<file path="config.mk">
export PLATFORM = sky130hd
export DESIGN_NAME = cis_frame_scheduler
export DESIGN_NICKNAME = d
export VERILOG_FILES = /design/src/rtl/cis_frame_scheduler.sv
export SDC_FILE = /design/constraint.sdc
export NUM_CORES = 1
export LEC_CHECK = 0
export ABC_AREA = 1
export BUFFER_PORTS_ARGS = -buffer_cell sky130_fd_sc_hd__buf_2
export CAP_MARGIN = 20
export CORE_MARGIN = 2
export CORE_UTILIZATION = 60
export DETAILED_ROUTE_END_ITERATION = 7
export PLACE_DENSITY = 0.81
export SLEW_MARGIN = 20
export SYNTH_ARGS = -nofsm -noshare
export SYNTH_HDL_FRONTEND = slang
export SYNTH_SLANG_ARGS = --single-unit
</file>
<file path="constraint.sdc">
create_clock -name clk -period 6.9 [get_ports clk]
set_clock_uncertainty 0.15 [all_clocks]
set_input_delay 1.38 -clock clk [delete_from_list [all_inputs] [get_ports clk]]
set_output_delay 1.38 -clock clk [all_outputs]
set_load 0.05 [all_outputs]
</file>
<file path="src/rtl/cis_frame_scheduler.sv">
// cis_frame_scheduler
//   Frame-level sequencer for the CIS pixel controller. Produces exposure
//   windows repeated over a programmable number of frames with an
//   inter-frame gap. In global-shutter mode, after the exposure it issues one
//   short integration pulse per remaining pixel, each gated by the SPROCKET
//   end-of-conversion (eoc) pulse.
//
// Ports
//   clk, reset          system clock, asynchronous active-high reset
//   start, abort        one-cycle control pulses
//   clk_div             pixel-controller divider; sets the minimum level hold
//   gs_mode             global-shutter request (latched at start)
//   exposure_cycles     integration-high time per frame
//   gap_cycles          integration-low time between frames
//   num_frames          frames per run, 0 = free-run until abort
//   timeout_cycles      max wait for eoc, 0 = disabled
//   eoc                 end-of-conversion, one pulse per pixel
//   integration         pixel controller integration input (registered)
//   global_shutter      latched gs_mode
//   busy                run in progress
//   frame_done          one-cycle pulse per completed frame
//   frame_count         frames completed in this run
//   timeout_err         sticky eoc-timeout flag, cleared by next start
//   aborted             one-cycle pulse when an abort is taken
module cis_frame_scheduler #(
    parameter int PIXEL_CLUSTER_SIZE = 16,
    parameter int EXP_W              = 24,
    parameter int GAP_W              = 16,
    parameter int FRAME_W            = 16
) (
    input  logic               clk,
    input  logic               reset,
    input  logic               start,
    input  logic               abort,
    input  logic [9:0]         clk_div,
    input  logic               gs_mode,
    input  logic [EXP_W-1:0]   exposure_cycles,
    input  logic [GAP_W-1:0]   gap_cycles,
    input  logic [FRAME_W-1:0] num_frames,
    input  logic [GAP_W-1:0]   timeout_cycles,
    input  logic               eoc,
    output logic               integration,
    output logic               global_shutter,
    output logic               busy,
    output logic               frame_done,
    output logic [FRAME_W-1:0] frame_count,
    output logic               timeout_err,
    output logic               aborted
);

    // One shared phase counter wide enough for exposure, gap and hold_min.
    localparam int CW0   = (EXP_W > GAP_W) ? EXP_W : GAP_W;
    localparam int CNT_W = (CW0 > 12) ? CW0 : 12;
    localparam int PIX_W = $clog2(PIXEL_CLUSTER_SIZE + 1);

    typedef enum logic [2:0] {
        S_IDLE,
        S_EXPOSE,
        S_WAIT_EOC,
        S_GS_PULSE,
        S_GAP
    } state_t;

    state_t             state_q, state_d;
    logic               integration_q, integration_d;
    logic               global_shutter_q, global_shutter_d;
    logic               busy_q, busy_d;
    logic               frame_done_q, frame_done_d;
    logic [FRAME_W-1:0] frame_count_q, frame_count_d;
    logic               timeout_err_q, timeout_err_d;
    logic               aborted_q, aborted_d;
    logic [CNT_W-1:0]   exp_eff_q, exp_eff_d;
    logic [CNT_W-1:0]   gap_eff_q, gap_eff_d;
    logic [11:0]        hold_min_q, hold_min_d;
    logic [FRAME_W-1:0] num_frames_q, num_frames_d;
    logic [GAP_W-1:0]   timeout_q, timeout_d;
    logic [CNT_W-1:0]   cnt_q, cnt_d;
    logic [GAP_W-1:0]   tmo_cnt_q, tmo_cnt_d;
    logic [PIX_W-1:0]   pix_cnt_q, pix_cnt_d;

    // Minimum hold guarantees every level spans at least one divider enable.
    logic [11:0]      hold_min_in;
    logic [CNT_W-1:0] exp_in, gap_in, hold_in;
    logic [CNT_W-1:0] cnt_inc;
    logic [GAP_W-1:0] tmo_inc;
    logic [PIX_W-1:0] pix_inc, n_pix;

    assign hold_min_in = (12'(clk_div) + 12'd1) << 1;
    assign hold_in     = CNT_W'(hold_min_in);
    assign exp_in      = CNT_W'(exposure_cycles);
    assign gap_in      = CNT_W'(gap_cycles);
    assign cnt_inc     = cnt_q + CNT_W'(1);
    assign tmo_inc     = tmo_cnt_q + GAP_W'(1);
    assign pix_inc     = pix_cnt_q + PIX_W'(1);
    assign n_pix       = global_shutter_q ? PIX_W'(PIXEL_CLUSTER_SIZE) : PIX_W'(1);

    always_comb begin
        state_d          = state_q;
        integration_d    = integration_q;
        global_shutter_d = global_shutter_q;
        busy_d           = busy_q;
        frame_done_d     = 1'b0;
        frame_count_d    = frame_count_q;
        timeout_err_d    = timeout_err_q;
        aborted_d        = 1'b0;
        exp_eff_d        = exp_eff_q;
        gap_eff_d        = gap_eff_q;
        hold_min_d       = hold_min_q;
        num_frames_d     = num_frames_q;
        timeout_d        = timeout_q;
        cnt_d            = cnt_q;
        tmo_cnt_d        = tmo_cnt_q;
        pix_cnt_d        = pix_cnt_q;

        case (state_q)
            S_IDLE: begin
                if (start) begin
                    global_shutter_d = gs_mode;
                    exp_eff_d        = (exp_in > hold_in) ? exp_in : hold_in;
                    gap_eff_d        = (gap_in > hold_in) ? gap_in : hold_in;
                    hold_min_d       = hold_min_in;
                    num_frames_d     = num_frames;
                    timeout_d        = timeout_cycles;
                    frame_count_d    = '0;
                    timeout_err_d    = 1'b0;
                    busy_d           = 1'b1;
                    integration_d    = 1'b1;
                    cnt_d            = '0;
                    state_d          = S_EXPOSE;
                end
            end
            S_EXPOSE: begin
                if (cnt_inc == exp_eff_q) begin
                    integration_d = 1'b0;
                    pix_cnt_d     = '0;
                    tmo_cnt_d     = '0;
                    state_d       = S_WAIT_EOC;
                end else begin
                    cnt_d = cnt_inc;
                end
            end
            S_WAIT_EOC: begin
                if (eoc) begin
                    cnt_d = '0;
                    if (pix_inc < n_pix) begin
                        pix_cnt_d     = pix_inc;
                        integration_d = 1'b1;
                        state_d       = S_GS_PULSE;
                    end else begin
                        frame_done_d  = 1'b1;
                        frame_count_d = frame_count_q + FRAME_W'(1);
                        state_d       = S_GAP;
                    end
                end else if (timeout_q != '0 && tmo_inc == timeout_q) begin
                    timeout_err_d = 1'b1;
                    busy_d        = 1'b0;
                    state_d       = S_IDLE;
                end else begin
                    tmo_cnt_d = tmo_inc;
                end
            end
            S_GS_PULSE: begin
                if (cnt_inc == CNT_W'(hold_min_q)) begin
                    integration_d = 1'b0;
                    tmo_cnt_d     = '0;
                    state_d       = S_WAIT_EOC;
                end else begin
                    cnt_d = cnt_inc;
                end
            end
            S_GAP: begin
                if (cnt_inc == gap_eff_q) begin
                    cnt_d = '0;
                    // frame_count already counts the frame that just finished
                    if (num_frames_q == '0 || frame_count_q != num_frames_q) begin
                        integration_d = 1'b1;
                        state_d       = S_EXPOSE;
                    end else begin
                        busy_d  = 1'b0;
                        state_d = S_IDLE;
                    end
                end else begin
                    cnt_d = cnt_inc;
                end
            end
            default: begin
                integration_d = 1'b0;
                busy_d        = 1'b0;
                state_d       = S_IDLE;
            end
        endcase

        // Abort overrides start/eoc/timeout outcomes decided above.
        if (abort && state_q != S_IDLE) begin
            state_d       = S_IDLE;
            integration_d = 1'b0;
            busy_d        = 1'b0;
            aborted_d     = 1'b1;
            frame_done_d  = 1'b0;
            frame_count_d = frame_count_q;
            timeout_err_d = timeout_err_q;
        end
    end

    always_ff @(posedge clk or posedge reset) begin
        if (reset) begin
            state_q          <= S_IDLE;
            integration_q    <= 1'b0;
            global_shutter_q <= 1'b0;
            busy_q           <= 1'b0;
            frame_done_q     <= 1'b0;
            frame_count_q    <= '0;
            timeout_err_q    <= 1'b0;
            aborted_q        <= 1'b0;
            exp_eff_q        <= '0;
            gap_eff_q        <= '0;
            hold_min_q       <= '0;
            num_frames_q     <= '0;
            timeout_q        <= '0;
            cnt_q            <= '0;
            tmo_cnt_q        <= '0;
            pix_cnt_q        <= '0;
        end else begin
            state_q          <= state_d;
            integration_q    <= integration_d;
            global_shutter_q <= global_shutter_d;
            busy_q           <= busy_d;
            frame_done_q     <= frame_done_d;
            frame_count_q    <= frame_count_d;
            timeout_err_q    <= timeout_err_d;
            aborted_q        <= aborted_d;
            exp_eff_q        <= exp_eff_d;
            gap_eff_q        <= gap_eff_d;
            hold_min_q       <= hold_min_d;
            num_frames_q     <= num_frames_d;
            timeout_q        <= timeout_d;
            cnt_q            <= cnt_d;
            tmo_cnt_q        <= tmo_cnt_d;
            pix_cnt_q        <= pix_cnt_d;
        end
    end

    assign integration    = integration_q;
    assign global_shutter = global_shutter_q;
    assign busy           = busy_q;
    assign frame_done     = frame_done_q;
    assign frame_count    = frame_count_q;
    assign timeout_err    = timeout_err_q;
    assign aborted        = aborted_q;

endmodule

</file>
==> run metrics, run 1 <==
final core occ 69.7%; RSZ-0062 raised after global routing no; final instance area 0.0116 mm2; Final Cycle Share 60.0%; Setup Crit Path Kind input port to flip-flop; row count 47; first-pass GRT wire length 46300 um; post-synthesis async set-or-reset flop share 100%; H-tree levels 4; worst skew pair latency 0.43 ns; Reg clk slew, reported paths 0.07 ns; clk root buf clkbuf_16; cells along the critical path buf_2 > ha_1 > nand2_1 > nor3_1 > xor2_1 > ha_1 > a21oi_1 > o221ai_1 > nand3_1 > nand2_1 > nand2_1 > nand2_1 > nand3_1 > o21ai_0; Cells after Synth 1567; number of enable flip-flop cells after synthesis 0; hold wc startpoint tmo_cnt_q[14]; cell mode on critical path nand2_1; R2R Setup Slk 3.30 ns; Worst Setup Slack, final 2.76 ns; CTS Hold Bufs 0; Final TNS setup 0 ns; final net count 1773; post-placement worst setup slack 2.39 ns; top_reg_cell synth dfrtp_1; hpwl dp 20500 um; # fillers 1462; post_cts resized 0; reg2reg path depth 14; min-delay worst type flip-flop to flip-flop; RR Endpoint tmo_cnt_q[3]; # clock sinks 153; synthesized area per cell 6.58 um2; n_diodes 0; initial antenna violation count 0; Final min period 4.14 ns; Synth Cell Area 0.0103 mm2; Synth Register Bits 153; CP Max Fanout 19; vias in the first global route 9657; Routability Congestion 0.960; total track usage 31.9%; worst vdd ir 0.289 mV; CTS Buffer Depth 2; Slew HR 37.1%; Slew Limit Fails 0; Worst setup SP type input port; Setup Buffers After CTS 0; DRC violations left 0; Hold Path Stages 2; CTS Buf Count 17; Crit path required time 7.03 ns; post-synthesis cell type count 43; Die Y 135 um; TritonCTS clock tree done; crit-path max cell delay 0.48 ns; worst r2r src cnt_q[0]; max cap viols 0; core area 0.0167 mm2; layout cell share with drive strength beyond 1 10.3%; IO buf count 109; Die X 135 um; number of I/O pins 110; DP Area 0.0110 mm2; fmax 242 MHz; Yosys warnings 0; Final Hold Fails 0; WP buf/inv 1; Final setup viols 0; Worst Path Arrival 4.27 ns; Max stage delay cell, worst path nand2_1; Pleak 6.03 nW; post-DR vias/cell 5.51; area of the die 0.0182 mm2; WHS Endpoint tmo_cnt_q[14]; Crit path max-delay family simple AND/OR/NAND/NOR gates; Antenna Nets Post-Route 0; status finished clean; DR vias 10400; area grow syn2layout 13.0%; gr ovfl total 0; initial DRC count 893; Worst Max-Slew Pin Slew 0.944 ns; Power Dens Cells 330 mW/mm2; DR pass1 iterations 6; register area share after synthesis 37.1%; WL final 28000 um; Synth Net Count 1679; largest net degree at the start of global routing 103; Initial Util 61.7%; Crit. End Element flip-flop; wire length per cell 14.8 um
[per-layer routing]
metal	routed length [um]	share of wire (%)	global-route usage, %	vias to the layer above
met5	0	0	0	-
met4	686	2.4	10.8	0
met1	12500	45	44.3	4791
met3	1950	7.0	5.03	58
met2	12900	46	51.2	425
li1	-	-	-	5167
[flip-flops by register name, indices dropped and copies added (netlist names)]
| name | flops |
|---|---|
| integration | 1 |
| timeout_q | 16 |
| frame_done | 1 |
| num_frames_q | 16 |
| aborted | 1 |
| cnt_q | 24 |
| state_q | 3 |
| pix_cnt_q | 5 |
| tmo_cnt_q | 16 |
| exp_eff_q | 24 |
| busy | 1 |
| hold_min_q | 11 |
| frame_count | 16 |
| global_shutter | 1 |
| gap_eff_q | 16 |
| timeout_err | 1 |
[worst reg2reg max path: stages (launching register included)]
cell and delay, ns:
dfrtp_1 0.52, ha_1 0.24, nand2_1 0.13, nor2_4 0.21, nand3_1 0.19, nand2_1 0.12
nand2_1 0.15, nor2_1 0.17, nand3_1 0.10, nor3_2 0.33, nand3_2 0.16, a21oi_4 0.49
nand3_4 0.31, nand2_1 0.15, nand2_1 0.06
[cells in the mapped netlist, types with 18 or more instances]
cell | n | share of area [%]
o21ai_0 | 77 | 3.7
xor2_1 | 28 | 2.4
nand4_1 | 48 | 2.9
inv_1 | 193 | 7.0
a21oi_1 | 18 | 0.87
xnor2_1 | 18 | 1.5
ha_1 | 24 | 2.9
nand2_1 | 584 | 21
nor3_1 | 20 | 0.97
nand3_1 | 133 | 6.5
clkbuf_1 | 26 | 0.95
nor2_1 | 159 | 5.8
dfrtp_1 | 153 | 37
[worst max-delay path by stage]
stage | depth (start not counted) | end | slack [ns] | startpoint
floorplan | 1 | aborted | 1.25 | reset
global placement | 13 | gap_eff_q[10] | 2.52 | clk_div[0]
detailed placement | 13 | gap_eff_q[1] | 2.39 | clk_div[0]
CTS | 13 | gap_eff_q[1] | 2.83 | clk_div[0]
global route | 13 | gap_eff_q[10] | 2.42 | clk_div[0]
finish | 14 | gap_eff_q[1] | 2.76 | clk_div[0]
[cells in the final DEF (no fill, tap or decap), types with 2 or more instances in the layout]
cell / instances
nand3_2: 2
nor3_1: 20
a211oi_1: 4
nand2_1: 583
nor2_2: 4
inv_6: 5
clkbuf_16: 17
ha_1: 24
nand3_1: 133
o21bai_1: 3
or2_0: 2
nor4b_1: 2
clkinv_4: 4
o21ai_1: 3
nand4_1: 48
o21a_1: 2
buf_4: 4
o31ai_1: 6
xnor2_1: 18
nand3b_1: 10
bufinv_16: 3
inv_1: 191
o21ai_0: 77
xor2_1: 28
nor4_1: 10
inv_2: 3
nor2_4: 5
o221ai_1: 2
or2_2: 2
dfrtp_1: 153
buf_2: 109
a21oi_1: 18
nor2_1: 159
nand2_2: 5
[cell families after synthesis]
logic type / Yosys count / synth area share [%]
compound gates: 121 / 6.56
xor+xnor: 46 / 3.91
fa+ha+maj: 24 / 2.91
buf+inv: 235 / 8.79
simple gates: 988 / 40.7
flops: 153 / 37.1
[metrics by stage]
stage | total power [mW] | hold slack (ns) | instances
3_5_place_dp | 2.82 | 0.309 | 1862
2_1_floorplan | 2.44 | 0.292 | 1567
5_1_grt | 4.12 | 0.363 | 1894
6_report | 3.84 | 0.322 | 1894
3_3_place_gp | 2.78 | 0.302 | 1862
4_1_cts | 3.84 | 0.326 | 1894
[final cells by class]
cell class                 count  area (um2)  area share (%)
clock inverter                14         189            1.62
clock buffer                  18         439            3.77
inverter                     196         741            6.36
timing repair buffer         114         596            5.11
tap                          220         275            2.36
sequential                   153        3830            32.9
multi-input combinational   1179        5580            47.9
[report_power, final]
group	internal, mW	switching (mW)	leakage, nW
registers	1.16	0.237	1.99
clock network	0.588	0.410	0.305
logic	0.469	0.974	3.73
Note: power is estimated with default switching activity, not from simulation.
==> run 2, diff against run 1 <==
--- a/config.mk
+++ b/config.mk
@@ -5,7 +5,7 @@
 export SDC_FILE = /design/constraint.sdc
 export NUM_CORES = 1
 export LEC_CHECK = 0
-export ABC_AREA = 1
+export ABC_AREA = 0
 export BUFFER_PORTS_ARGS = -buffer_cell sky130_fd_sc_hd__buf_2
 export CAP_MARGIN = 20
 export CORE_MARGIN = 2
==> constraint.sdc (replaced) <==
create_clock -name clk -period 3.9 [get_ports clk]
set_clock_uncertainty 0.15 [all_clocks]
set_input_delay 0.78 -clock clk [delete_from_list [all_inputs] [get_ports clk]]
set_output_delay 0.78 -clock clk [all_outputs]
set_load 0.05 [all_outputs]
==> run 2 against run 1 <==
Effect of this change:
- hold slack improved by 0.029 ns
- global-route usage fell by 0.60 points
- area after synthesis shrank 1.1%
- critical path type is now flip-flop to flip-flop
- critical endpoint is now cnt_q[7]
- largest power group is now sequential cells
==> run metrics, run 2 <==
status finished clean; fmax 262 MHz; Initial Util 61.5%; Hold Path Stages 2; Crit path max-delay family simple AND/OR/NAND/NOR gates; post-synth top area share 37.5%; layout cell share with drive strength beyond 1 17.3%; Power Dens Cells 550 mW/mm2; final net count 1421; WL final 27200 um; DP Area 0.0111 mm2; core area 0.0166 mm2; Antenna Nets Post-Route 0; area leader, netlist dfrtp_1; Pleak 5.36 nW; Slew HR 31.0%; first-pass GRT wire length 45100 um; Final min period 3.81 ns; Synth Net Count 1311; n_diodes 0; hpwl dp 19700 um; Final TNS setup 0 ns; largest net degree at the start of global routing 111; Crit. End Element flip-flop; Routability Congestion 0.922; CTS Buf Count 17; WP buf/inv 2; IO buf count 109; Top Registers cnt_q x24, exp_eff_q x24; post-synthesis cell type count 73; post-synthesis async set-or-reset flop share 100%; clk root buf clkbuf_16; final instance area 0.0117 mm2; Crit. Startpoint cnt_q[7]; Crit path required time 4.09 ns; hold wc startpoint gap_eff_q[4]; min-delay worst type flip-flop to flip-flop; area of the die 0.0181 mm2; Max stage delay cell, worst path or4_1; Worst Max-Slew Pin Slew 1.03 ns; DRC violations left 0; number of I/O pins 110; Final setup viols 0; Die X 134 um; WHS Endpoint gap_eff_q[4]; row count 47; reg2reg path depth 11; CP Max Fanout 12; worst r2r src cnt_q[7]; RSZ-0062 raised after global routing no; DR vias 9309; H-tree levels 4; Reg clk slew, reported paths 0.06 ns; gr ovfl total 0; Yosys warnings 0; number of enable flip-flop cells after synthesis 0; initial DRC count 902; worst vdd ir 0.343 mV; cells along the critical path nand4_2 > nor4_4 > nand3_1 > xnor2_1 > or4_1 > or4_1 > a31oi_4 > buf_4 > buf_4 > a21oi_2 > o22ai_1; Hold WS 0.351 ns; Synth top cells by count 239 x nand2_1, 153 x dfrtp_1, 74 x xnor2_1, 61 x nor2_1, 54 x inv_1; post-DR vias/cell 6.04; Worst Path Arrival 4.01 ns; worst skew pair latency 0.44 ns; most frequent cells in the layout 238 x nand2_1, 152 x dfrtp_1, 109 x buf_2; synthesized area per cell 8.51 um2; top_reg_cell synth dfrtp_1; initial antenna violation count 0; # clock sinks 153; crit-path max cell delay 0.66 ns; CTS Hold Bufs 0; Final Cycle Share 97.8%; Final Hold Fails 0; max cap viols 0; DR pass1 iterations 8; R2R Setup Slk 0.09 ns; Setup Crit Path Kind flip-flop to flip-flop; leading post-synthesis cells by cell area dfrtp_1 38%, nand2_1 8.8%, xnor2_1 6.4%; register area share after synthesis 37.5%; Cells after Synth 1199; wire length per cell 17.7 um; total track usage 31.3%; dpl cells 1510; Synth Register Bits 153; CTS Buffer Depth 2; Synth Cell Area 0.0102 mm2; Die Y 134 um; TritonCTS clock tree done; fin cells 1542; Slew Limit Fails 0; area grow syn2layout 15.0%; vias in the first global route 8888; Worst setup SP type flip-flop; most instantiated library cell after synthesis nand2_1; commonest non-fill, non-tap cell in the layout nand2_1; RR Endpoint cnt_q[7]
-- run 2: cell count changes after synthesis, sizes merged, moves of 16 or more --
cell and change:
mux2i +18, o22ai +23, buf +19, a21oi +42, xor2 +20, nand2 -348, o21ai -26, nor4 +16
nand3 -83, nor2 -107, inv -141, xnor2 +56
-- run 2: per-layer routing --
layer  wire length [um]  GRT usage, %  part of all wire [%]  up-vias
li1                   -             -                     -     4423
met1              12300          44.7                    45     4535
met2              13000          50.5                    48      321
met3               1580          4.61                   5.8       30
met4                355          7.84                   1.3        0
met5                  0             0                     0        -
-- run 2: cell families after synthesis --
| logic type | Yosys count | synth area share (%) |
|---|---|---|
| simple gates | 522 | 25.1 |
| compound gates | 226 | 14.4 |
| flops | 153 | 37.5 |
| xor+xnor | 131 | 12.5 |
| buf+inv | 123 | 5.49 |
| fa+ha+maj | 26 | 3.14 |
| mux | 18 | 1.77 |
-- run 2: stage by stage --
step	total power, mW	utilization, %	setup WS (ns)
finish	6.46	70.7	0.0877
global placement	4.65	67.0	0.119
global route	6.86	70.7	0.0220
floorplan	4.10	-	0.295
CTS	6.44	70.6	0.0683
detailed placement	4.72	67.0	-0.00541
-- run 2: where the power goes --
part,internal (mW),switching (mW)
Combinational,0.965,1.28
Sequential,2.03,0.493
Clock,0.960,0.730
-- run 2: layout make-up --
class	instances	area, um2
Clock buffer	18	429
Clock inverter	14	161
Fill cell	1319	4850
Inverter	54	206
Multi-Input combinational cell	923	5860
Sequential cell	153	3830
Tap cell	220	275
Timing Repair Buffer	160	966
-- run 2: timing repair --
item	CTS	global route
setup endpoints to repair	2	27
gates cloned	0	0
gates resized for setup	1	6
buffers inserted	0	0
-- run 2: worst reg2reg max path, cell delays in order (launching register included) --
cell,delay [ns]
dfrtp_1,0.37
nand4_2,0.37
nor4_4,0.41
nand3_1,0.18
xnor2_1,0.17
or4_1,0.56
or4_1,0.66
a31oi_4,0.26
buf_4,0.25
buf_4,0.15
a21oi_2,0.03
o22ai_1,0.17
-- run 2: worst max-delay path by stage --
| stage | endpoint | slack, ns | cells after the start |
|---|---|---|---|
| after global placement | cnt_q[3] | 0.12 | 10 |
| final | cnt_q[7] | 0.09 | 11 |
| after detailed placement | cnt_q[7] | -0.005 | 11 |
| after CTS | cnt_q[7] | 0.07 | 11 |
| after floorplan | cnt_q[14] | 0.29 | 12 |
| after global routing | cnt_q[4] | 0.02 | 11 |
==> run 3, diff against run 2 <==
--- a/config.mk
+++ b/config.mk
@@ -9,10 +9,10 @@
 export BUFFER_PORTS_ARGS = -buffer_cell sky130_fd_sc_hd__buf_2
 export CAP_MARGIN = 20
 export CORE_MARGIN = 2
-export CORE_UTILIZATION = 60
+export CORE_UTILIZATION = 40
 export DETAILED_ROUTE_END_ITERATION = 7
-export PLACE_DENSITY = 0.81
-export SLEW_MARGIN = 20
+export PLACE_DENSITY = 0.58
+export RECOVER_POWER = 100
 export SYNTH_ARGS = -nofsm -noshare
 export SYNTH_HDL_FRONTEND = slang
 export SYNTH_SLANG_ARGS = --single-unit
==> run 3 against run 2 <==
Effect of this change:
- register-to-register slack improved by 0.13 ns
- power increased by 1.5%
- critical path type unchanged
- critical path depth increased by 1
- count of clock-buffer cells in the layout decreased by 1
- combinational power about the same
- the flow now finishes with violations (max-capacitance violations, max-slew violations)
==> run metrics, run 3 (synthesis results as in run 2) <==
TritonCTS clock tree done; initial DRC count 662; wire length per cell 17.3 um; largest net degree at the start of global routing 111; worst vdd ir 0.255 mV; Top Registers cnt_q x24, exp_eff_q x24; area of the die 0.0268 mm2; min-delay worst type flip-flop to flip-flop; DRC violations left 0; area grow syn2layout 16.8%; Final Hold Fails 0; gr ovfl total 0; Crit path required time 4.07 ns; failing checks max-capacitance violations, max-slew violations; Routability Congestion 0.879; Worst Path Arrival 3.85 ns; Pleak 5.31 nW; RSZ-0062 raised after global routing no; DR pass1 iterations 7; Reg clk slew, reported paths 0.07 ns; # clock sinks 153; Die X 164 um; Crit. End Element flip-flop; H-tree levels 4; WL final 28800 um; Slew HR -27.6%; Final setup viols 0; Final Cycle Share 94.3%; DR vias 9094; row count 58; layout cell share with drive strength beyond 1 15.6%; CTS Buf Count 17; Setup Crit Path Kind flip-flop to flip-flop; CTS Hold Bufs 0; Final min period 3.68 ns; Power Dens Cells 550 mW/mm2; core area 0.0251 mm2; post-DR vias/cell 5.46; Die Y 164 um; IO buf count 109; final core occ 47.5%; Tot Pwr 6.55 mW; CP Max Fanout 22; Worst setup SP type flip-flop; Initial Util 40.6%; Slew Limit Fails 138; Final TNS setup 0 ns; Antenna Nets Post-Route 0; total track usage 22.1%; vias in the first global route 8646; CTS Buffer Depth 2; status finished with violations; most frequent cells in the layout 238 x nand2_1, 152 x dfrtp_1, 87 x buf_2; final net count 1434; initial antenna violation count 0; Hold WS 0.337 ns; n_diodes 0; clk root buf clkbuf_16; fmax 272 MHz; worst skew pair latency 0.44 ns; first-pass GRT wire length 46700 um; dpl cells 1630; max cap viols 2; fin cells 1665; number of I/O pins 110; Worst Max-Slew Pin Slew 1.91 ns; commonest non-fill, non-tap cell in the layout nand2_1; hpwl dp 21400 um
run 3: repair_timing:
item | 4_1_cts | 5_1_grt
gates resized for setup | 0 | 3
setup buffers | 0 | 2
setup endpoints to repair | 0 | 6
run 3: path summary, 6_finish.rpt:
| check | from | depth (start not counted) | endpoint | slack, ns |
|---|---|---|---|---|
| setup / recovery | cnt_q[1] | 12 | cnt_q[3] | 0.22 |
| hold / removal | gap_eff_q[3] | 2 | gap_eff_q[3] | 0.34 |
| setup reg to reg | cnt_q[1] | 12 | cnt_q[3] | 0.22 |
| hold reg to reg | gap_eff_q[3] | 2 | gap_eff_q[3] | 0.34 |
| max in group asynchronous | reset | 3 | cnt_q[8] | 1.09 |
| min in group asynchronous | reset | 2 | timeout_q[5] | 0.56 |
run 3: final cells by class:
| class | count | area (um2) |
|---|---|---|
| flip-flops and latches | 153 | 3830 |
| clock inverters | 15 | 224 |
| repair buffers | 173 | 1010 |
| inverters | 54 | 208 |
| clock buffers | 17 | 425 |
| fillers | 2506 | 13200 |
| well taps | 330 | 413 |
| multi-input cells | 923 | 5810 |
run 3: routing by layer:
| metal | track usage [%] | wire length, um |
|---|---|---|
| met3 | 3.03 | 1350 |
| met1 | 32.0 | 14000 |
| met5 | 0 | 0 |
| met4 | 5.50 | 434 |
| met2 | 34.8 | 13000 |
run 3: metrics by stage:
| step | worst slack [ns] | instance area [um2] |
|---|---|---|
| final | 0.222 | 11900 |
| after CTS | 0.172 | 12000 |
| after detailed placement | 0.183 | 11300 |
| after global placement | 0.201 | 11300 |
| after global routing | 0.0176 | 11900 |
| after floorplan | 0.295 | 10200 |
run 3: power by group:
group	switching [mW]	internal, mW	total [mW]
registers	0.481	2.03	2.51
clock network	0.806	0.997	1.80
logic	1.27	0.970	2.24
total	2.56	4.00	6.55
run 3: critical path: stages, from the launching register on:
cell and delay, ns:
dfrtp_1 0.35, ha_1 0.17, buf_4 0.14, and3_1 0.25, nand2_1 0.14, a221oi_1 0.38, o2111ai_1 0.17, or4_1 0.42
or4_1 0.61, a31oi_4 0.23, buf_6 0.24, o21ai_0 0.11, a22o_1 0.19
